`config.mk`:
```
export PLATFORM = sky130hd
export DESIGN_NAME = uart_tx_sched
export DESIGN_NICKNAME = d
export VERILOG_FILES = /design/src/rtl/uart_tx_sched.sv
export SDC_FILE = /design/constraint.sdc
export NUM_CORES = 1
export LEC_CHECK = 0
export CORE_UTILIZATION = 30
export DETAILED_ROUTE_END_ITERATION = 8
export PLACE_DENSITY = 0.56
export REMOVE_ABC_BUFFERS = 1
export SYNTH_ARGS = -nofsm -noshare
export SYNTH_HDL_FRONTEND = slang
export SYNTH_SLANG_ARGS = --single-unit
```
`constraint.sdc`:
```
create_clock -name PCLK -period 3.6 [get_ports PCLK]
set_clock_uncertainty 0.05 [all_clocks]
set_input_delay 0.54 -clock PCLK [delete_from_list [all_inputs] [get_ports PCLK]]
set_output_delay 0.54 -clock PCLK [all_outputs]
set_load 0.01 [all_outputs]
```
`src/rtl/uart_tx_sched.sv`:
```
// uart_tx_sched: APB transmit scheduler for the UART engine.
// Bytes written to TXDATA are queued in a circular FIFO and handed to the
// engine one per frame through a tx_start / tx_done handshake. An optional
// idle gap separates frames.
// Handshake: the engine loads tx_data on the cycle tx_start is high. tx_start
// is high for exactly one cycle. tx_data stays stable until the next tx_start.
// tx_done is a one-cycle pulse, honoured only while waiting for a frame to end.
module uart_tx_sched #(
  parameter int FIFO_DEPTH = 4,
  parameter int GAP_CYCLES = 0
) (
  input  logic       PCLK,
  input  logic       PRESETn,
  input  logic       PSEL,
  input  logic       PENABLE,
  input  logic       PWRITE,
  input  logic [7:0] PADDR,
  input  logic [7:0] PWDATA,
  output logic [7:0] PRDATA,
  output logic       PREADY,
  output logic       PSLVERR,
  output logic       tx_start,
  output logic [7:0] tx_data,
  input  logic       tx_done,
  output logic       irq,
  output logic [1:0] o_state
);

  localparam int AW    = (FIFO_DEPTH > 1) ? $clog2(FIFO_DEPTH) : 1;
  localparam int CW    = AW + 1;
  localparam int GW    = (GAP_CYCLES > 2) ? $clog2(GAP_CYCLES) : 1;
  localparam int GLOAD = (GAP_CYCLES > 0) ? GAP_CYCLES - 1 : 0;
  localparam logic [GW-1:0] GAP_LOAD  = GW'(GLOAD);
  localparam logic [CW-1:0] COUNT_MAX = CW'(FIFO_DEPTH);

  localparam logic [7:0] ADDR_TXDATA = 8'h00;
  localparam logic [7:0] ADDR_STATUS = 8'h04;
  localparam logic [7:0] ADDR_CTRL   = 8'h08;

  typedef enum logic [1:0] {
    S_IDLE      = 2'd0,
    S_WAIT_DONE = 2'd1,
    S_GAP       = 2'd2
  } state_t;

  state_t          r_state;
  logic [GW-1:0]   r_gap;
  logic            r_tx_start;
  logic [7:0]      r_tx_data;
  logic            r_irq;
  logic            r_en;
  logic            r_irq_en;
  logic            r_ovf;
  logic [7:0]      r_mem [FIFO_DEPTH];
  logic [AW-1:0]   r_wr_ptr;
  logic [AW-1:0]   r_rd_ptr;
  logic [CW-1:0]   r_count;

  logic            w_access;
  logic            w_sel_txdata;
  logic            w_sel_status;
  logic            w_sel_ctrl;
  logic            w_mapped;
  logic            w_full;
  logic            w_empty;
  logic            w_busy;
  logic            w_push;
  logic            w_pop;
  logic            w_ovf_set;
  logic [3:0]      w_level;

  assign w_access     = PSEL & PENABLE;
  assign w_sel_txdata = (PADDR == ADDR_TXDATA);
  assign w_sel_status = (PADDR == ADDR_STATUS);
  assign w_sel_ctrl   = (PADDR == ADDR_CTRL);
  assign w_mapped     = w_sel_txdata | w_sel_status | w_sel_ctrl;

  assign w_full  = (r_count == COUNT_MAX);
  assign w_empty = (r_count == '0);
  assign w_busy  = (r_state != S_IDLE);
  assign w_level = 4'(r_count);

  // Full is judged on the registered count, so a same-edge pop never rescues a push.
  assign w_push    = w_access & PWRITE & w_sel_txdata & ~w_full;
  assign w_ovf_set = w_access & PWRITE & w_sel_txdata & w_full;
  assign w_pop     = (r_state == S_IDLE) & r_en & ~w_empty;

  assign PREADY   = 1'b1;
  assign PSLVERR  = w_access & (~w_mapped | (PWRITE & w_sel_txdata & w_full));
  assign tx_start = r_tx_start;
  assign tx_data  = r_tx_data;
  assign irq      = r_irq;
  assign o_state  = r_state;

  // Read mux: only drives data during the access phase.
  always_comb begin
    PRDATA = 8'h00;
    if (w_access) begin
      if (w_sel_status) begin
        PRDATA = {w_level, r_ovf, w_busy, w_full, w_empty};
      end else if (w_sel_ctrl) begin
        PRDATA = {6'b0, r_irq_en, r_en};
      end
    end
  end

  // FIFO storage; contents are don't-care while count says empty.
  always_ff @(posedge PCLK) begin
    if (w_push) begin
      r_mem[r_wr_ptr] <= PWDATA;
    end
  end

  // FIFO pointers and occupancy count.
  always_ff @(posedge PCLK or negedge PRESETn) begin
    if (!PRESETn) begin
      r_wr_ptr <= '0;
      r_rd_ptr <= '0;
      r_count  <= '0;
    end else begin
      if (w_push) begin
        r_wr_ptr <= r_wr_ptr + AW'(1);
      end
      if (w_pop) begin
        r_rd_ptr <= r_rd_ptr + AW'(1);
      end
      if (w_push && !w_pop) begin
        r_count <= r_count + CW'(1);
      end else if (w_pop && !w_push) begin
        r_count <= r_count - CW'(1);
      end
    end
  end

  // Control register and sticky overflow flag.
  always_ff @(posedge PCLK or negedge PRESETn) begin
    if (!PRESETn) begin
      r_en     <= 1'b0;
      r_irq_en <= 1'b0;
      r_ovf    <= 1'b0;
    end else begin
      if (w_access && PWRITE && w_sel_ctrl) begin
        r_en     <= PWDATA[0];
        r_irq_en <= PWDATA[1];
        if (PWDATA[2]) begin
          r_ovf <= 1'b0;
        end
      end
      if (w_ovf_set) begin
        r_ovf <= 1'b1;
      end
    end
  end

  // Frame scheduler: launch a frame, wait for the engine, then hold the gap.
  always_ff @(posedge PCLK or negedge PRESETn) begin
    if (!PRESETn) begin
      r_state    <= S_IDLE;
      r_gap      <= '0;
      r_tx_start <= 1'b0;
      r_tx_data  <= 8'h00;
    end else begin
      r_tx_start <= 1'b0;
      case (r_state)
        S_IDLE: begin
          if (w_pop) begin
            r_tx_data  <= r_mem[r_rd_ptr];
            r_tx_start <= 1'b1;
            r_state    <= S_WAIT_DONE;
          end
        end
        S_WAIT_DONE: begin
          if (tx_done) begin
            if (GAP_CYCLES == 0) begin
              r_state <= S_IDLE;
            end else begin
              r_gap   <= GAP_LOAD;
              r_state <= S_GAP;
            end
          end
        end
        S_GAP: begin
          if (r_gap == '0) begin
            r_state <= S_IDLE;
          end else begin
            r_gap <= r_gap - GW'(1);
          end
        end
        default: begin
          r_state <= S_IDLE;
        end
      endcase
    end
  end

  // Transmit-idle interrupt, registered from the previous edge's state.
  always_ff @(posedge PCLK or negedge PRESETn) begin
    if (!PRESETn) begin
      r_irq <= 1'b0;
    end else begin
      r_irq <= r_irq_en & w_empty & (r_state == S_IDLE);
    end
  end

endmodule

```
==> impl_summary.txt, run 1 <==
----------------------------------------------------
[Drt]
  Met3 wire length ... 95 um
  Violation count after the first detailed-route iteration ... 49
  Met1 routed wirelength after detailed routing ... 1.70 mm
  Total length of routed met2 wires ... 2.06 mm
  Length of the first detailed-routing pass in iterations ... 4
  Number of vias per cell after detailed routing ... 4.34
  Final Routed Wirelength ... 3.91 mm
  Vias post-DR ... 1228
  WL/cell ... 13.8 um
  Post-route DRC ... 0
  Number of nets with antenna violations after routing ... 0
  DR top layer ... met4

[Placement]
  Estimated wirelength of the detail-placed design ... 2.82 mm
  Final GP Congestion ... 0.755
  Count of input and output buffers ... 40

[Cells and area]
  Proportion of layout cells with a drive suffix above 1 ... 0.174
  Area growth from synthesis to layout ... 25.6%
  Final core utilization ... 0.395
  Antenna Diode Count ... 0
  Number of nets at the end of the flow ... 211

[Power]
  Switching share of power ... 0.212
  Power share of the clock group ... 0.312
  Peak supply drop ... 0.222 mV
  Switching power of the nets ... 0.274 mW
  Portion of total power attributed to combinational logic ... 0.127
  Flop pwr share ... 0.561
  Overall power consumption ... 1.29 mW
  Power density over cell area ... 442 mW/mm^2
  Cell internal power dissipation ... 1.01 mW
  Leakage dissipation ... 1.04 nW

[STA]
  Transition time at the pin with the least slew margin ... 1030 ps
  Count of final hold-check violations ... 0
  Final worst hold slack ... 460 ps
  Final sum of negative setup slack ... 0 ps
  Fin. max-slew vios ... 0
  Share of the clock period used by the worst path ... 0.929
  Headroom to the max-slew limit ... 0.311
  Crit path time final ... 3340 ps
  Max Fclk ... 299 MHz
  Total setup violations reported at the end of the flow ... 0
  Setup repair after global routing missed its margin ... false

[Yosys]
  Post-Syn Area ... 0.00232 mm^2
  Sequential area share after synthesis ... 0.641
  Yosys top cell area share ... 0.414
  Yosys cell types ... 37
  Cell taking the most area after synthesis ... edfxtp_1
  Async set-or-reset flop fraction in the synthesized netlist ... 0.396
  Leading cell types by count after synthesis ... 32 x edfxtp_1, 21 x dfrtp_1, 11 x mux2_2
  Post-synthesis sequential element count ... 53
  Number of standard cells after synthesis ... 144
  Leading register cell type out of synthesis ... edfxtp_1
  Number of warnings issued by yosys ... 0
  Avg Cell Area, Syn ... 16.1 um^2
  Synth top area cells ... edfxtp_1 41%, dfrtp_1 23%, mux4_2 7.8%, mux2_2 5.3%, ha_1 2.7%
  Number of enable-type register cells in the synthesized netlist ... 32
  Most common cell in the synthesized netlist ... edfxtp_1

[Die]
  Chip height ... 89.9 um
  Die footprint ... 0.00809 mm^2
  Std cell rows ... 31
  Horizontal die dimension ... 89.9 um
  IO Pins ... 44
  Initial standard-cell utilization of the core ... 0.315
  Core area ... 0.00737 mm^2

[CTS]
  Number of sinks on the clock net ... 53
  Largest buffer count on any clock path ... 2
  Quantity of hold-fixing buffers added after cts ... 0
  Quantity of gates resized following cts ... 0
  Number of buffers inserted by post-CTS setup repair ... 0
  Clock insertion delay at the later pin of the skew report ... 290 ps
  Reg clk slew, reported paths ... 90 ps
  Root buffer cell ... clkbuf_8
  Maximum level of the CTS H-tree ... 2
  Clock tree from TritonCTS ... built
  Number of CTS-inserted buffers ... 5

[Global routing]
  Pin count of the biggest net entering global routing ... 22
  Gr usage total ... 0.107
  Number of global-route vias before repair ... 1298
  Antenna violations before repair ... 0
  Wire length of the first global-routing pass ... 6.54 mm
  Overflow after GRT ... 0

[Critical path]
  Critical path required time ... 3010 ps
  Sort of element at the start of the critical path ... input pin
  End of the worst register-to-register path ... r_count[2]
  Crit Path Max Fanout ... 6
  Endpoint arrival time on the critical path ... 2750 ps
  R2r startpoint ... r_count[1]
  Worst reg2reg setup slack ... 1030 ps
  Crit end category ... output port
  Worst Reg-to-Reg Cells ... 9
  Worst Setup Path Type ... in -> out

[Hold path]
  Min-delay worst type ... reg -> reg
  Hold path startpoint ... tx_data[4]
  Worst Hold Endpoint ... tx_data[4]
  Hold path cells ... 1

[Flow run]
  Max cap viols ... 0

[Outcome]
  Run status ... complete, no violations

----------------------------------------------------
==> flip-flops by register name, summed over array words and instances (netlist names) <==
register,count
r_mem,32
r_rd_ptr,2
tx_start,1
r_en,1
r_irq_en,1
r_ovf,1
r_wr_ptr,2
o_state,1
tx_data,8
irq,1
r_count,3
==> power groups by stage <==
stage	Sequential, mW	Clock (mW)	Combinational (mW)
after floorplan	0.734	0	0.0798
after global placement	0.740	0	0.165
after detailed placement	0.740	0	0.166
after CTS	0.727	0.416	0.166
after global routing	0.734	0.440	0.177
final	0.723	0.402	0.164
==> how the worst max path moves through the flow <==
stage,cells after the start,slack [ps],end,start
after global routing,5,90,PRDATA[6],PADDR[5]
after detailed placement,5,230,PRDATA[6],PADDR[5]
final,5,260,PRDATA[6],PADDR[5]
after floorplan,8,800,r_count[2],PADDR[5]
after global placement,5,300,PRDATA[3],PADDR[5]
after CTS,5,230,PRDATA[6],PADDR[5]
==> cells by family (layout without fill, tap and decap cells) <==
family / after synthesis / count (layout) / share of synthesized area
AOI/OAI and AO/OA: 7 / 7 / 0.0264
xor gates and xnor gates: 6 / 6 / 0.0227
adders and majority gates: 6 / 6 / 0.0356
buffers and inverters: 17 / 56 / 0.0367
DFF: 53 / 53 / 0.641
muxes: 21 / 21 / 0.142
other: 2 / 3 / 0.00324
and+or+nand+nor: 32 / 32 / 0.0928
==> final cells by class <==
type,count,area (um^2)
Clock buffer,7,86.3
Timing Repair Buffer,41,408
Multi-Input combinational cell,75,752
Inverter,7,26.3
Sequential cell,53,1490
Fill cell,706,4460
Clock inverter,1,30.0
Tap cell,99,124
==> per-layer routing <==
| layer | global-route usage | up-vias |
|---|---|---|
| li1 | - | 597 |
| met1 | 0.134 | 611 |
| met2 | 0.179 | 16 |
| met3 | 0.0237 | 4 |
| met4 | 0.0403 | 0 |
| met5 | 0 | - |
==> critical path, cell delays in order <==
cell             delay, ps
clkdlybuf4s50_1        390
or4_1                  660
nor4b_2                440
and2_1                 190
clkdlybuf4s50_1        530
==> per-stage QoR <==
stage / setup slack (ps) / cells / area [um^2]
global route: 89.8 / 283 / 2910
finish: 257 / 283 / 2910
global placement: 297 / 275 / 2800
detailed placement: 228 / 275 / 2800
CTS: 228 / 283 / 2910
floorplan: 798 / 135 / 2260
==> placed cells by master, fill, tap and decap left out, types with 2 or more instances in the layout <==
cell / Yosys / final
a21oi_1: 4 / 4
and2_1: 8 / 8
and3_1: 2 / 2
clkbuf_8: 0 / 6
clkdlybuf4s50_1: 0 / 40
conb_1: 2 / 3
dfrtp_1: 21 / 21
edfxtp_1: 32 / 32
ha_1: 5 / 5
inv_1: 7 / 7
mux2_2: 11 / 11
mux4_2: 8 / 8
nand2_1: 3 / 3
nand3b_1: 5 / 5
nor2_1: 2 / 2
nor3_1: 2 / 2
xnor2_1: 3 / 3
xor2_1: 3 / 3
Power figures use the tool's default switching activity.
==> inputs of run 2 (changes only) <==
CTS_CLUSTER_SIZE = 12   (was not set)
clock period = 3.93 ns   (was 3.6 ns; I/O delays follow)
==> impl_summary.txt, run 2 (synthesized netlist as in run 1, its figures left out) <==
----------------------------------------------------
[Outcome]
  Run status ... complete, no violations

[Drt]
  Final Routed Wirelength ... 4.00 mm (+2.2%)
  Number of vias per cell after detailed routing ... 4.44 (+2.3%)
  Met1 routed wirelength after detailed routing ... 1.76 mm (+3.5%)
  Number of nets with antenna violations after routing ... 0 (unchanged)
  Length of the first detailed-routing pass in iterations ... 4 (unchanged)
  WL/cell ... 14.1 um (+2.2%)
  Total length of routed met2 wires ... 2.06 mm (about the same)
  Post-route DRC ... 0 (unchanged)
  DR top layer ... met4
  Violation count after the first detailed-route iteration ... 55 (+12%)
  Met3 wire length ... 120 um (+26%)
  Vias post-DR ... 1256 (+2.3%)

[Power]
  Leakage dissipation ... 1.04 nW (+0.76%)
  Overall power consumption ... 1.21 mW (-6.1%)
  Switching power of the nets ... 0.260 mW (-4.8%)
  Portion of total power attributed to combinational logic ... 0.125 (-0.002)
  Flop pwr share ... 0.548 (-0.013)
  Power share of the clock group ... 0.328 (+0.016)
  Cell internal power dissipation ... 0.949 mW (-6.5%)
  Power density over cell area ... 414 mW/mm^2 (-6.5%)
  Switching share of power ... 0.215 (+0.00290)
  Peak supply drop ... 0.184 mV (-17%)

[STA]
  Headroom to the max-slew limit ... 0.329 (+0.0179)
  Setup repair after global routing missed its margin ... false
  Slack of the critical path ... 484 ps (+227 ps)
  Final sum of negative setup slack ... 0 ps (unchanged)
  Transition time at the pin with the least slew margin ... 1000 ps (-26.7 ps)
  Total setup violations reported at the end of the flow ... 0 (unchanged)
  Share of the clock period used by the worst path ... 0.877
  Max Fclk ... 290 MHz
  Final worst hold slack ... 463 ps (+2.71 ps)
  Fin. max-slew vios ... 0 (unchanged)
  Crit path time final ... 3450 ps
  Count of final hold-check violations ... 0 (unchanged)

[Critical path]
  Crit Path Max Fanout ... 6 (unchanged)
  Endpoint arrival time on the critical path ... 2810 ps (+60 ps)
  Crit end category ... output port
  Worst Setup Path Type ... in -> out
  Critical path required time ... 3290 ps (+280 ps)
  Sort of element at the start of the critical path ... input pin
  Worst reg2reg setup slack ... 1360 ps (+330 ps)

[CTS]
  Maximum level of the CTS H-tree ... 2 (unchanged)
  Reg clk slew, reported paths ... 90 ps (about the same)
  Quantity of gates resized following cts ... 0 (unchanged)
  Number of buffers inserted by post-CTS setup repair ... 0 (unchanged)
  Number of CTS-inserted buffers ... 5 (unchanged)
  Root buffer cell ... clkbuf_8
  Largest buffer count on any clock path ... 2 (unchanged)
  Quantity of hold-fixing buffers added after cts ... 0 (unchanged)
  Number of sinks on the clock net ... 53 (unchanged)
  Clock tree from TritonCTS ... built
  Clock insertion delay at the later pin of the skew report ... 300 ps (about the same)

[Cells and area]
  Number of flip-flops in the largest register ... 32 (unchanged)
  Storage element area ... 0.00149 mm^2 (unchanged)
  Final cell count without fillers ... 283 (unchanged)
  Final core utilization ... 0.397 (+0.00170)
  Commonest non-fill, non-tap cell in the layout ... clkdlybuf4s50_1
  Area growth from synthesis to layout ... 26.1%
  Antenna Diode Count ... 0 (unchanged)
  Commonest non-fill, non-tap cells in the layout ... 40 x clkdlybuf4s50_1, 32 x edfxtp_1, 21 x dfrtp_1
  Fill cell count ... 711 (+0.71%)
  Most flops, register ... r_mem
  Number of nets at the end of the flow ... 211 (unchanged)
  Proportion of layout cells with a drive suffix above 1 ... 0.179 (+0.00543)
  Layout Cell Area excl Fill ... 0.00293 mm^2 (+0.43%)
  Multi-input gate area ... 752 um^2 (unchanged)

[Placement]
  Count of input and output buffers ... 40 (unchanged)
  Total placed cells including tap cells ... 275 (unchanged)
  Cell Area, Placed ... 0.00280 mm^2 (unchanged)
  Final GP Congestion ... 0.761 (+0.79%)
  Estimated wirelength of the detail-placed design ... 2.90 mm (+2.7%)
  Pre-CTS WS ... 456 ps (+229 ps)

[Die]
  Initial standard-cell utilization of the core ... 0.315 (unchanged)
  Die footprint ... 0.00809 mm^2 (unchanged)
  Std cell rows ... 31 (unchanged)
  Core area ... 0.00737 mm^2 (unchanged)
  Chip height ... 89.9 um (unchanged)
  Horizontal die dimension ... 89.9 um (unchanged)
  IO Pins ... 44 (unchanged)

[Global routing]
  Pin count of the biggest net entering global routing ... 22 (unchanged)
  Overflow after GRT ... 0 (unchanged)
  Wire length of the first global-routing pass ... 6.43 mm (-1.7%)
  Gr usage total ... 0.104 (-0.00261)
  Number of global-route vias before repair ... 1294 (-0.31%)
  Antenna violations before repair ... 0 (unchanged)

[Flow run]
  Max cap viols ... 0 (unchanged)

[Hold path]
  Min-delay worst type ... reg -> reg

----------------------------------------------------
-- run 2: power groups by stage --
| stage | clock network (mW) | registers (mW) | logic, mW |
|---|---|---|---|
| finish | 0.397 | 0.662 | 0.151 |
| global route | 0.426 | 0.672 | 0.162 |
| CTS | 0.406 | 0.665 | 0.153 |
| detailed placement | 0 | 0.677 | 0.153 |
| global placement | 0 | 0.677 | 0.151 |
| floorplan | 0 | 0.672 | 0.0731 |
-- run 2: layout make-up --
class | instances | area share
well taps | 99 | 0.0423
clock inverters | 2 | 0.0120
inverters | 7 | 0.00898
flip-flops and latches | 53 | 0.508
multi-input cells | 75 | 0.257
clock buffers | 6 | 0.0321
repair buffers | 41 | 0.139
-- run 2: final timing paths --
kind | startpoint | to | depth (start not counted)
max reg2reg | r_count[1] | r_count[2] | 9
max | PADDR[5] | PRDATA[2] | 5
min in group asynchronous | PRESETn | tx_data[4] | 1
min reg2reg | tx_data[0] | tx_data[0] | 1
min | tx_data[0] | tx_data[0] | 1
max in group asynchronous | PRESETn | r_wr_ptr[0] | 1
-- run 2: layer usage --
layer / up-vias / GRT usage
met1: 637 / 0.125
met3: 5 / 0.0237
met4: 0 / 0.0363
met5: - / 0
met2: 20 / 0.183
li1: 594 / -
-- run 2: worst max-delay path, cell delays in order --
cell and delay, ps:
clkdlybuf4s50_1 390, or4_1 660, nor4b_2 440, and2_1 190, clkdlybuf4s50_1 530
